**src/rtl/multicycle_ctrl.sv**
```systemverilog
// Moore sequencing controller for the multicycle MIPS core: decodes op/funct per state,
// drives every datapath select and enable, and guards memory waits with a watchdog.
module multicycle_ctrl #(
  parameter int unsigned MEM_TIMEOUT = 16
) (
  input  logic       clk,
  input  logic       reset,
  input  logic [5:0] op,
  input  logic [5:0] funct,
  input  logic       zero,
  input  logic       mem_ready,
  output logic       pcen,
  output logic       iord,
  output logic       memwrite,
  output logic       irwrite,
  output logic       regdst,
  output logic       memtoreg,
  output logic       regwrite,
  output logic       alusrca,
  output logic [1:0] alusrcb,
  output logic [1:0] pcsrc,
  output logic [2:0] alucontrol,
  output logic [1:0] fault,
  output logic [3:0] state
);

  typedef enum logic [3:0] {
    FETCH   = 4'd0,
    DECODE  = 4'd1,
    MEMADR  = 4'd2,
    MEMRD   = 4'd3,
    MEMWB   = 4'd4,
    MEMWR   = 4'd5,
    EXECUTE = 4'd6,
    ALUWB   = 4'd7,
    BRANCH  = 4'd8,
    IEXEC   = 4'd9,
    IWB     = 4'd10,
    JUMP    = 4'd11,
    JR      = 4'd12,
    ERROR   = 4'd13
  } state_t;

  localparam logic [2:0] ALU_ADD = 3'b010;
  localparam logic [2:0] ALU_SUB = 3'b110;
  localparam logic [2:0] ALU_AND = 3'b000;
  localparam logic [2:0] ALU_OR  = 3'b001;
  localparam logic [2:0] ALU_XOR = 3'b011;
  localparam logic [2:0] ALU_SLT = 3'b111;

  localparam logic [1:0] FAULT_NONE    = 2'b00;
  localparam logic [1:0] FAULT_ILLEGAL = 2'b01;
  localparam logic [1:0] FAULT_TIMEOUT = 2'b10;

  localparam bit         WDOG_EN       = (MEM_TIMEOUT != 0);
  localparam logic [7:0] WDOG_LIMIT    = MEM_TIMEOUT[7:0];

  state_t     state_q, state_d;
  logic [7:0] wait_q;
  logic [1:0] fault_q, fault_d;
  logic       is_store_q, is_store_d;
  logic       pcwrite, branch;
  logic       irwrite_c, memwrite_c, regwrite_c;
  logic       mem_wait, timeout;

  // The watchdog trips on the cycle the counter sits at the limit; mem_ready in that cycle wins.
  assign timeout = WDOG_EN && !mem_ready && (wait_q == WDOG_LIMIT);

  // NOTE: every state-holding element uses <= so all registers update from the same pre-edge values.
  always_ff @(posedge clk or posedge reset) begin
    if (reset) begin
      state_q    <= FETCH;
      wait_q     <= '0;
      fault_q    <= FAULT_NONE;
      is_store_q <= 1'b0;
    end else begin
      state_q    <= state_d;
      fault_q    <= fault_d;
      is_store_q <= is_store_d;
      if (state_d != state_q)
        wait_q <= '0;
      else if (mem_wait && wait_q != 8'hFF)
        wait_q <= wait_q + 8'd1;
    end
  end

  // NOTE: every output of this block gets a default first, so no path can infer a latch.
  always_comb begin
    state_d    = state_q;
    fault_d    = fault_q;
    is_store_d = is_store_q;
    pcwrite    = 1'b0;
    branch     = 1'b0;
    irwrite_c  = 1'b0;
    memwrite_c = 1'b0;
    regwrite_c = 1'b0;
    mem_wait   = 1'b0;
    iord       = 1'b0;
    regdst     = 1'b0;
    memtoreg   = 1'b0;
    alusrca    = 1'b0;
    alusrcb    = 2'b00;
    pcsrc      = 2'b00;
    alucontrol = ALU_ADD;

    case (state_q)
      FETCH: begin
        alusrcb   = 2'b01;
        irwrite_c = mem_ready;
        pcwrite   = mem_ready;
        mem_wait  = !mem_ready;
        if (mem_ready) state_d = DECODE;
        else if (timeout) begin
          state_d = ERROR;
          fault_d = FAULT_TIMEOUT;
        end
      end
      DECODE: begin
        alusrcb = 2'b11;
        case (op)
          6'b100011: begin state_d = MEMADR; is_store_d = 1'b0; end
          6'b101011: begin state_d = MEMADR; is_store_d = 1'b1; end
          6'b000000: begin
            case (funct)
              6'b100000, 6'b100010, 6'b100100,
              6'b100101, 6'b101010: state_d = EXECUTE;
              6'b001000:            state_d = JR;
              default: begin
                state_d = ERROR;
                fault_d = FAULT_ILLEGAL;
              end
            endcase
          end
          6'b000100:                                  state_d = BRANCH;
          6'b001000, 6'b001100, 6'b001101, 6'b001110: state_d = IEXEC;
          6'b000010:                                  state_d = JUMP;
          default: begin
            state_d = ERROR;
            fault_d = FAULT_ILLEGAL;
          end
        endcase
      end
      MEMADR: begin
        alusrca = 1'b1;
        alusrcb = 2'b10;
        // Load/store was latched in DECODE so op need not be looked at again here.
        state_d = is_store_q ? MEMWR : MEMRD;
      end
      MEMRD: begin
        iord     = 1'b1;
        mem_wait = !mem_ready;
        if (mem_ready) state_d = MEMWB;
        else if (timeout) begin
          state_d = ERROR;
          fault_d = FAULT_TIMEOUT;
        end
      end
      MEMWB: begin
        memtoreg   = 1'b1;
        regwrite_c = 1'b1;
        state_d    = FETCH;
      end
      MEMWR: begin
        iord       = 1'b1;
        memwrite_c = 1'b1;
        mem_wait   = !mem_ready;
        if (mem_ready) state_d = FETCH;
        else if (timeout) begin
          state_d = ERROR;
          fault_d = FAULT_TIMEOUT;
        end
      end
      EXECUTE: begin
        alusrca = 1'b1;
        case (funct)
          6'b100010: alucontrol = ALU_SUB;
          6'b100100: alucontrol = ALU_AND;
          6'b100101: alucontrol = ALU_OR;
          6'b101010: alucontrol = ALU_SLT;
          default:   alucontrol = ALU_ADD;
        endcase
        state_d = ALUWB;
      end
      ALUWB: begin
        regdst     = 1'b1;
        regwrite_c = 1'b1;
        state_d    = FETCH;
      end
      BRANCH: begin
        alusrca    = 1'b1;
        alucontrol = ALU_SUB;
        pcsrc      = 2'b01;
        branch     = 1'b1;
        state_d    = FETCH;
      end
      IEXEC: begin
        alusrca = 1'b1;
        alusrcb = 2'b10;
        case (op)
          6'b001100: alucontrol = ALU_AND;
          6'b001101: alucontrol = ALU_OR;
          6'b001110: alucontrol = ALU_XOR;
          default:   alucontrol = ALU_ADD;
        endcase
        state_d = IWB;
      end
      IWB: begin
        regwrite_c = 1'b1;
        state_d    = FETCH;
      end
      JUMP: begin
        pcsrc   = 2'b10;
        pcwrite = 1'b1;
        state_d = FETCH;
      end
      JR: begin
        pcsrc   = 2'b11;
        pcwrite = 1'b1;
        state_d = FETCH;
      end
      default: state_d = ERROR;  // ERROR and the unused codes are terminal until reset
    endcase
  end

  // Reset must kill pending writes at once, not at the next edge.
  assign pcen     = (pcwrite | (branch & zero)) & ~reset;
  assign irwrite  = irwrite_c & ~reset;
  assign memwrite = memwrite_c & ~reset;
  assign regwrite = regwrite_c & ~reset;
  assign fault    = fault_q;
  assign state    = state_q;

endmodule
```
**config.mk**
```make
export PLATFORM = sky130hd
export DESIGN_NAME = multicycle_ctrl
export DESIGN_NICKNAME = d
export VERILOG_FILES = /design/src/rtl/multicycle_ctrl.sv
export SDC_FILE = /design/constraint.sdc
export NUM_CORES = 1
export LEC_CHECK = 0
export ABC_CLOCK_PERIOD_IN_PS = 2500
export CORE_ASPECT_RATIO = 1.1
export CORE_UTILIZATION = 49
export DETAILED_ROUTE_END_ITERATION = 12
export PLACE_DENSITY = 0.89
export SYNTH_ARGS = -nofsm -noshare
export SYNTH_HDL_FRONTEND = slang
export SYNTH_SLANG_ARGS = --single-unit
```
**constraint.sdc**
```tcl
create_clock -name clk -period 2.5 [get_ports clk]
set_clock_uncertainty 0.05 [all_clocks]
set_input_delay 0.25 -clock clk [delete_from_list [all_inputs] [get_ports clk]]
set_output_delay 0.25 -clock clk [all_outputs]
set_load 0.05 [all_outputs]
```
After elaboration in Yosys (flattened, before gate mapping):

Index checks and enable logic that the tools add are counted.

* muxes and demuxes: 31
* eq/ne operators: 33
* add/subtract/negate cells: 1
* bitwise gates (word level): 7
* reduce and logical (&&, ||, !) cells: 22

Operators by type and width (number)
* == test 6 bit, second input constant: 7
* one-hot mux 4 bit (8 select lines): 1
* == test 6 x 4 -> 1 bit, second input constant: 5
* == test 4 bit, second input constant: 5
* one-hot mux 4 bit (5 select lines): 1
* one-hot mux 2 bit (3 select lines): 3
* == test 4 x 3 -> 1 bit, second input constant: 4
* 2-to-1 mux 4 bit: 4
* 2-to-1 mux 8 bit: 2
* one-hot mux 3 bit (4 select lines): 1
* OR reduction 6 bit: 2
* 2-to-1 mux 1 bit: 9
* one-hot mux 3 bit (3 select lines): 1
* adder 8 x 1 -> 8 bit, second input constant: 1
* == test 4 x 2 -> 1 bit, second input constant: 2
* == test 8 x 5 -> 1 bit, second input constant: 1
* != test 8 bit, second input constant: 1
* one-hot mux 2 bit (2 select lines): 2
* one-hot mux 4 bit (2 select lines): 1
* OR reduction 2 bit: 4
* OR reduction 4 bit: 2
* OR reduction 8 bit: 1
* == test 6 x 2 -> 1 bit, second input constant: 1
* == test 6 x 3 -> 1 bit, second input constant: 1
* other kinds (20): 32

* logic and storage cells: 98
* register bits: 15
* input bits: 16

Logic depth before layout (Yosys ltp):

Gate-level depths: netlist of run 1.

* depth in word-level cells: 7
* mapped depth: 8

Least setup slack after synthesis of run 1:

No wires, ideal clock.

* kind: register to output
* start: reg state_q[0] (netlist: state[0])
* end: out iord
* arrival time: 2195 ps
* stages on the path, launching flop included: 4
* path slack: 5 ps
* path buffers: 1
* cells stage by stage: dfrtp_1 clkbuf_1 inv_1 nor3_1

* cells in the longest elaborated chain, start to end: 3
* elaborated cells on any way between the ends: 4
* classes of those cells: eq/ne: 2; mux: 1; reduce/logical: 1

Ends and longest elaborated chain
* from (decl): line 58 `state_t state_q, state_d;`
* from (signal assigned): line 77 `state_q <= state_d;`
* == test 4 x 3 -> 1 bit or == test 4 x 2 -> 1 bit (tied branches): line 106 `case (state_q)`
* OR reduction 2 bit (no source line) *
* 2-to-1 mux 1 bit *: line 106
* to (decl): line 13 `output logic iord,`

Mark *: on every way between the ends. The rest lies on a longest branch, timed or not.

Final worst setup path of run 1:

* start: reg state_q[1] (netlist: state[1])
* end: out regdst

* cells in the longest elaborated chain, start to end: 2

Ends and longest elaborated chain
* == test 4 x 3 -> 1 bit: line 106
* 2-to-1 mux 1 bit: line 106
* to (decl): line 16 `output logic regdst,`

No other way between the ends.

==> impl_results.md, run 1 <==
* Hold crit path type: in2async
* PostCTS Resize Cnt at 0
* TritonRoute pass-1 iters at 4
* Sequential share of the synthesized area at about 26%
* Die X at ~54 um
* Die area at 0.00323 mm^2
* Final Hold Viols at 0
* Clock Latency Late Sink at 280 ps
* Sequential cell area at 375 um^2
* Vias in the first global route at ~1500
* Avg Cell Area, Syn at between 7 and 8 um^2
* Layout fillers at about 230
* Netlist Area Pre-Place at roughly 0.0015 mm^2
* Period minus WS final at approximately 2300 ps
* Total Power at 2.26 mW
* Max-Cap Viols at 0
* Flops & latches, synth at 15
* R2R depth at 6
* CP Cell Sequence: buf_4 > nand2_1 > nor2_1 > clkdlybuf4s50_1
* Initial Util at 52.5%
* Max Freq at ~0.43 GHz
* GP Congestion at a little under 0.9
* VDD IR-drop max at ~1.0 mV
* Clock H-tree levels at 1
* Rel. slew slack at a little under three fifths
* Leading area contributor after synthesis: dfrtp_1
* Ports at 37
* Setup bufs post-CTS at 0
* Mapped Cells at 197
* Iter 0 DRT Violations at 91
* Leakage at around 0.86 nW
* Synth top cells by count: nor2_1, nand2_1, dfrtp_1
* Port bufs at 36
* Final Max Tran Viols at 0
* CP top delay family: buffers and inverters
* RSZ-0062 raised after global routing: no
* WP data arrival at ~2100 ps
* Min Hold Slack at approximately 320 ps
* First-pass GRT wire length at about 6600 um
* Crit. End Element: output port
* CP max stage cell: clkdlybuf4s50_1
* Ant. Diodes at 0
* Top cells by area, synth: dfrtp_1, nor2_1, xnor2_1
* Layout cell share with drive strength beyond 1 at around a fifth
* Setup-failing EPs final at 0
* Async set-reset flop share out of synthesis at 100%
* # rows at 20
* Count leader, synth: nor2_1
* FF-to-FF setup slack at around 220 ps
* Crit path largest cell delay at around 800 ps
* WS Path Type: reg2out
* Area growth from synthesis to layout at 37.8%
* Worst setup path start: state[1]$_DFF_PP0_
* Multi-input logic area at ~990 um^2
* CTS tree: yes
* Synth top area share at 25.5%
* Final Net Count at about 260
* Clock tree buffer depth at 2
* Clk pin slew, worst setup/hold paths at about 90 ps
* Crit path launch type: register
* Vias at around 1700
* Antenna-violating nets left at 0
* Pwr dens at about 1100 mW/mm^2
* Tot GR Track Use at roughly 27%
* R2R Path End: wait_q[2]$_DFFE_PP0P_
* Worst-path fanout max at 12
* Syn_nets at around 220
* Outcome: finished clean
* CTS Buf Count at 3
* Synth warn at 0
* Core box area at roughly 0.0028 mm^2
* Worst-margin pin slew at between 600 and 700 ps
* CP bufs+invs at 2
* Post-synth top flop: dfrtp_1
* GRT Residual Overflow at 0
* Antenna violations before repair at 0
* Largest net degree at the start of global routing at 20
* DRT Wirelength at ~4000 um
* Synth unique cells at 55
* Fin crit share at 93.9%
* CTS root buf: clkbuf_4
* Worst r2r src: state[1]$_DFF_PP0_
* Vias per inst at roughly 6
* Worst Path Required at 2200 ps
* TritonCTS Sinks at 15
* Post-synth EDFFs at 0
* Detailed placement HPWL at between 3000 and 4000 um
* # hold bufs at CTS at 0
* DRC viols at 0
* WL/cell at roughly 14 um
* Die Ht at about 60 um
## worst register-to-register path: stages (launching register included)
cell and delay (ps):
dfrtp_1 560, or3b_2 520, o22ai_1 170, a311oi_1 80, a211oi_1 410, nand4_4 210, nor3_2 200
## placed cells by master (no fill, tap or decap), types with 4 or more instances in the layout
cell	instances
a21oi_1	12
buf_12	5
buf_4	28
clkdlybuf4s50_1	22
dfrtp_1	15
inv_1	9
nand2_1	18
nand2b_1	6
nand3_1	6
nor2_1	27
nor2b_1	4
nor3_1	8
nor4_1	4
o21ai_0	11
xnor2_1	8
## where the power goes
group | internal [mW] | switching, mW
registers | 0.291 | 0.0840
logic | 0.663 | 1.08
clock network | 0.0619 | 0.0776
total | 1.02 | 1.24
## final cells by class
class | count | area share (%)
clock buffers | 4 | 1.30
flip-flops and latches | 15 | 18.5
inverters | 9 | 1.67
repair buffers | 57 | 27.4
well taps | 33 | 2.04
multi-input cells | 159 | 49.1
## stage by stage
step	TNS (ps)	worst slack [ps]	instance area, um^2	util [%]	std cells
floorplan	0	4.63	1470	-	197
global placement	-42.9	-42.9	2000	71.2	273
detailed placement	-351	-105	2000	71.2	273
CTS	0	51.9	2020	72.1	277
global route	0	42.2	2030	72.3	277
finish	0	153	2030	72.3	277
## state kept, by name, summed over array words and instances (netlist names)
name        flops
wait_q          8
fault           2
is_store_q      1
state           4
## how the worst max path moves through the flow
stage,endpoint,cells past startpoint
6_report,regdst,4
2_1_floorplan,iord,3
3_3_place_gp,wait_q[2]$_DFFE_PP0P_,7
4_1_cts,memtoreg,5
5_1_grt,regdst,4
3_5_place_dp,wait_q[2]$_DFFE_PP0P_,7
## cell families (layout without fill, tap and decap cells)
family / count (synthesis) / after routing / share of synthesized area [%]
flops: 15 / 15 / 25.5
buf+inv: 23 / 70 / 6.89
fa+ha+maj: 2 / 2 / 1.70
simple gates: 95 / 95 / 35.8
mux: 3 / 3 / 2.13
compound gates: 50 / 50 / 22.6
xor+xnor: 9 / 9 / 5.36
## routing by layer
metal / GRT usage (%) / vias to the layer above / share of wire, %
met5: 0 / - / 0
met1: 37.9 / 782 / 42
met4: 5.13 / 0 / 1.4
li1: - / 805 / -
met3: 3.33 / 8 / 5.8
met2: 44.8 / 71 / 51
(Power assumes the default switching activity.)
==> inputs of run 2 (changes only) <==
- CORE_MARGIN: not set -> 10
- SLEW_MARGIN: not set -> 20
==> impl_results.md, run 2 (synthesis results as in run 1) <==
* CP bufs+invs at 2
* CTS Buf Count at 3
* Setup-failing EPs final at 0
* Gate power share at ~77%
* Crit path largest cell delay at between 800 and 900 ps
* Max-Cap Viols at 0
* # rows at 20
* First-pass GRT wire length at slightly above 7000 um
* Rel. slew slack at 60.0%
* TritonRoute pass-1 iters at 4
* Psw at about 1.2 mW
* Leakage at 0.847 nW
* Max reg flops at 8
* Initial Util at between 50% and 60%
* Outcome: finished clean
* Fin crit share at 94.3%
* Max Freq at roughly 0.42 GHz
* Vias in the first global route at 1539
* GRT Residual Overflow at 0
* Clk pin slew, worst setup/hold paths at about 90 ps
* Antenna-violating nets left at 0
* TritonCTS Sinks at 15
* Crit path launch type: register
* Die area at roughly 0.0056 mm^2
* Area growth from synthesis to layout at 36.5%
* CTS root buf: clkbuf_4
* Layout cell share with drive strength beyond 1 at 19.5%
* CP top delay family: buffers and inverters
* Clock Latency Late Sink at just under 300 ps
* DRC viols at 0
* WP data arrival at between 2000 and 2500 ps
* # hold bufs at CTS at 0
* WL/cell at around 15 um
* Antenna violations before repair at 0
* Die Ht at between 70 and 80 um
* Multi-input logic area at 995 um^2
* CP Cell Sequence: buf_4 > nand2b_1 > nor2_1 > clkdlybuf4s50_1
* Iter 0 DRT Violations at roughly 240
* Worst Path Required at 2200 ps
* Tot GR Track Use at between 10% and 20%
* Sequential cell area at roughly 380 um^2
* Clock tree buffer depth at 2
* Setup TNS at 0 ps
* Final Net Count at 260
* Clock H-tree levels at 1
* P_int at 1.00 mW
* Hold crit path type: in2async
* GP Congestion at about 0.9
* Sequential power share at between 15 and 20%
* Period minus WS final at approximately 2400 ps
* Final Max Tran Viols at 0
* Sw frac at a little under three fifths
* Most frequent cells in the layout: nor2_1, buf_4, clkdlybuf4s50_1
* CP max stage cell: clkdlybuf4s50_1
* Crit. End Element: output port
* DRT Wirelength at between 4000 and 5000 um
* Pwr dens at ~1100 mW/mm^2
* Commonest non-fill, non-tap cell in the layout: nor2_1
* CTS tree: yes
* Largest net degree at the start of global routing at 21
* Worst-path fanout max at 20
* VDD IR-drop max at slightly above 1 mV
* RSZ-0062 raised after global routing: no
* Ports at 37
* Final instance area at approximately 0.0020 mm^2
* Worst-margin pin slew at 595 ps
* Detailed placement HPWL at approximately 3300 um
* Die X at ~72 um
* Layout fillers at 214
* WS Path Type: reg2out
* DP Area at around 0.0020 mm^2
* Final Hold Viols at 0
* Largest register by flop count: wait_q
* Port bufs at 36
* Core box area at approximately 0.0028 mm^2
* Clock power share at approximately 6.3%
* Vias at 1625
* Vias per inst at roughly 5.9
* Ant. Diodes at 0
[run 2: per-stage QoR]
step | power (mW) | utilization, % | worst slack [ps] | instances | hold slack [ps]
final | 2.23 | 71.0 | 142 | 274 | 342
after global routing | 2.38 | 71.0 | 20.9 | 274 | 410
after CTS | 2.23 | 70.8 | 67.4 | 274 | 349
after detailed placement | 2.09 | 69.8 | -74.6 | 270 | 430
after global placement | 2.07 | 69.8 | -31.0 | 270 | 421
after floorplan | 1.55 | - | 4.63 | 197 | 115
[run 2: tightest hold or removal path, cell delays in order]
cell	delay (ps)
clkdlybuf4s50_1	460
inv_1	110
buf_4	230
[run 2: final cells by class]
type                    instances  share of cell area, %
multi-input cells             159                   49.5
repair buffers                 54                   26.5
flip-flops and latches         15                   18.8
well taps                      33                   2.06
inverters                       9                   1.68
clock buffers                   3                   1.12
clock inverters                 1                  0.249
[run 2: worst paths after layout]
check | from | to | slack [ps] | cells past startpoint
max in group asynchronous | reset | state[0]$_DFF_PP0_ | 1870 | 3
max reg2reg | wait_q[1]$_DFFE_PP0P_ | wait_q[2]$_DFFE_PP0P_ | 310 | 8
min reg2reg | fault[1]$_DFFE_PP0P_ | fault[1]$_DFFE_PP0P_ | 450 | 1
min in group clk | fault[1]$_DFFE_PP0P_ | fault[1]$_DFFE_PP0P_ | 450 | 1
min | reset | wait_q[0]$_DFFE_PP0P_ | 340 | 3
max | state[3]$_DFF_PP0_ | memtoreg | 140 | 4
[run 2: routing by layer]
metal  wire (um)  GRT usage [%]  share of wire [%]
met1        1730           18.8                 43
met2        2060           24.7                 51
met3         230           2.54                5.7
met4          42           3.68                1.0
met5           0              0                  0
[run 2: timing repair]
| item | 4_1_cts | 5_1_grt |
|---|---|---|
| setup buffers | 0 | 0 |
| setup endpoints to repair | 0 | 5 |
| gates resized for setup | 0 | 4 |
[run 2: power by group through the flow]
stage | sequential [mW] | combinational [mW] | clock (mW)
after global placement | 0.368 | 1.70 | 0
after CTS | 0.368 | 1.72 | 0.140
after global routing | 0.387 | 1.85 | 0.151
after detailed placement | 0.373 | 1.72 | 0
after floorplan | 0.454 | 1.10 | 0
final | 0.373 | 1.72 | 0.140
==> inputs of run 3 (changes only) <==
- RECOVER_POWER: not set -> 25
==> impl_results.md, run 3 (synthesis results as in run 1) <==
* Port bufs at 36
* Largest register by flop count: wait_q
* Hold path cells at 1
* Crit. End Element: output port
* Hold Path Sink: fault[1]$_DFFE_PP0P_
* CP top delay family: buffers and inverters
* DRC viols at 0
* DP Cell Count at 270
* Fin crit share at between 90% and 100%
* Initial Util at 52.0%
* Worst Path Required at 2200 ps
* Met3 Use GR at approximately 2.5%
* GP Congestion at ~0.91
* Max Freq at 0.424 GHz
* Vias per inst at 5.94
* Die Ht at about 77 um
* Setup bufs post-CTS at 0
* Total Power at roughly 2.2 mW
* Iter 0 DRT Violations at between 200 and 250
* Core box area at approximately 0.0028 mm^2
* CTS tree: yes
* Setup TNS at 0 ps
* R2R Path End: wait_q[2]$_DFFE_PP0P_
* Outcome: finished clean
* Detailed placement HPWL at approximately 3300 um
* Clock H-tree levels at 1
* Min Hold Slack at ~450 ps
* Leakage at between 0.8 and 0.9 nW
* Fin cells at about 270
* Layout cell share with drive strength beyond 1 at 19.1%
* Most frequent cells in the layout: nor2_1, buf_4, clkdlybuf4s50_1
* Clock tree buffer depth at 2
* TritonCTS Sinks at 15
* VDD IR-drop max at around 1.0 mV
* Hold_sp: fault[1]$_DFFE_PP0P_
* GRT Residual Overflow at 0
* Crit path launch type: register
* Vias at ~1600
* First-pass GRT wire length at ~7000 um
* CP Cell Sequence: buf_4 > nand2b_1 > nor2_1 > clkdlybuf4s50_1
* Max reg flops at 8
* Vias in the first global route at about 1500
* # rows at 20
* FF-to-FF setup slack at 310 ps
* Antenna-violating nets left at 0
* Met2 Use GR at about a quarter
* R2R depth at 8
* Sequential cell area at 378 um^2
* Worst-path fanout max at 20
* M1 GR Usage at 18.8%
* Clock Latency Late Sink at 290 ps
* WP data arrival at ~2100 ps
* Commonest non-fill, non-tap cell in the layout: nor2_1
* Worst r2r src: wait_q[1]$_DFFE_PP0P_
* Clk pin slew, worst setup/hold paths at ~90 ps
* TritonRoute pass-1 iters at 4
* CP max stage cell: clkdlybuf4s50_1
* CP bufs+invs at 2
* Die area at around 0.0056 mm^2
* DRT Wirelength at around 4000 um
* Multi-input logic area at roughly 990 um^2
* Period minus WS final at around 2400 ps
* WS Path Type: reg2out
* Rel. slew slack at 48.5%
* Setup-failing EPs final at 0
* Layout fillers at between 200 and 250
* Final Net Count at between 200 and 300
* Grt peak-use layer: met2
* Max-Cap Viols at 0
* Largest net degree at the start of global routing at 21
* Ant. Diodes at 0
* Final Max Tran Viols at 0
* Worst-margin pin slew at approximately 770 ps
* Final Hold Viols at 0
* Tot GR Track Use at ~15%
* Hold crit path type: reg2reg
* Crit path largest cell delay at about 830 ps
* WL/cell at 14.7 um
* Die X at roughly 72 um
* Antenna violations before repair at 0
* CTS Buf Count at 3
* Pwr dens at about 1100 mW/mm^2
* Area growth from synthesis to layout at 36.2%
* RSZ-0062 raised after global routing: no
* Final instance area at 0.00200 mm^2
* Ports at 37
* CTS root buf: clkbuf_4
* DP Area at 0.00197 mm^2
[run 3: changes by cell type in the layout (fill, tap and decap cells not counted), sizes merged]
cell and delta:
clkbuf +1, clkdlybuf4s50 -1, buf -1, dlygate4sd3 +1
[run 3: metrics by stage]
| stage | utilization, % | worst slack, ps |
|---|---|---|
| 2_1_floorplan | - | 4.63 |
| 3_3_place_gp | 69.8 | -31.0 |
| 3_5_place_dp | 69.8 | -74.6 |
| 4_1_cts | 70.8 | 67.4 |
| 5_1_grt | 70.9 | 20.9 |
| 6_report | 70.9 | 142 |
[run 3: worst max-delay path by stage]
stage	cells past startpoint	startpoint	endpoint	slack, ps
floorplan	3	state[0]$_DFF_PP0_	iord	5
CTS	4	state[1]$_DFF_PP0_	regdst	70
finish	4	state[3]$_DFF_PP0_	memtoreg	140
global route	6	state[3]$_DFF_PP0_	alucontrol[1]	20
detailed placement	7	op[0]	wait_q[2]$_DFFE_PP0P_	-70
global placement	7	op[0]	wait_q[2]$_DFFE_PP0P_	-30
[run 3: power breakdown]
group	internal (mW)	leakage, nW	switching [mW]
combinational	0.646	0.633	1.07
clock	0.0596	0.0177	0.0807
sequential	0.295	0.193	0.0778
[run 3: area by class of cell]
| type | count | area share (%) |
|---|---|---|
| clock buffers | 3 | 1.12 |
| flip-flops and latches | 15 | 18.9 |
| well taps | 33 | 2.06 |
| inverters | 9 | 1.69 |
| clock inverters | 1 | 0.250 |
| multi-input cells | 159 | 49.6 |
| repair buffers | 54 | 26.4 |
[run 3: repair_timing]
| action | CTS | global route |
|---|---|---|
| setup endpoints to repair | 0 | 5 |
| resized for setup | 0 | 4 |
| hold buffers | 0 | 0 |
[run 3: routing by layer]
metal	vias to the layer above	wire length, um
met5	-	0
met4	0	42
met3	5	212
met2	47	2070
met1	776	1720
li1	799	-
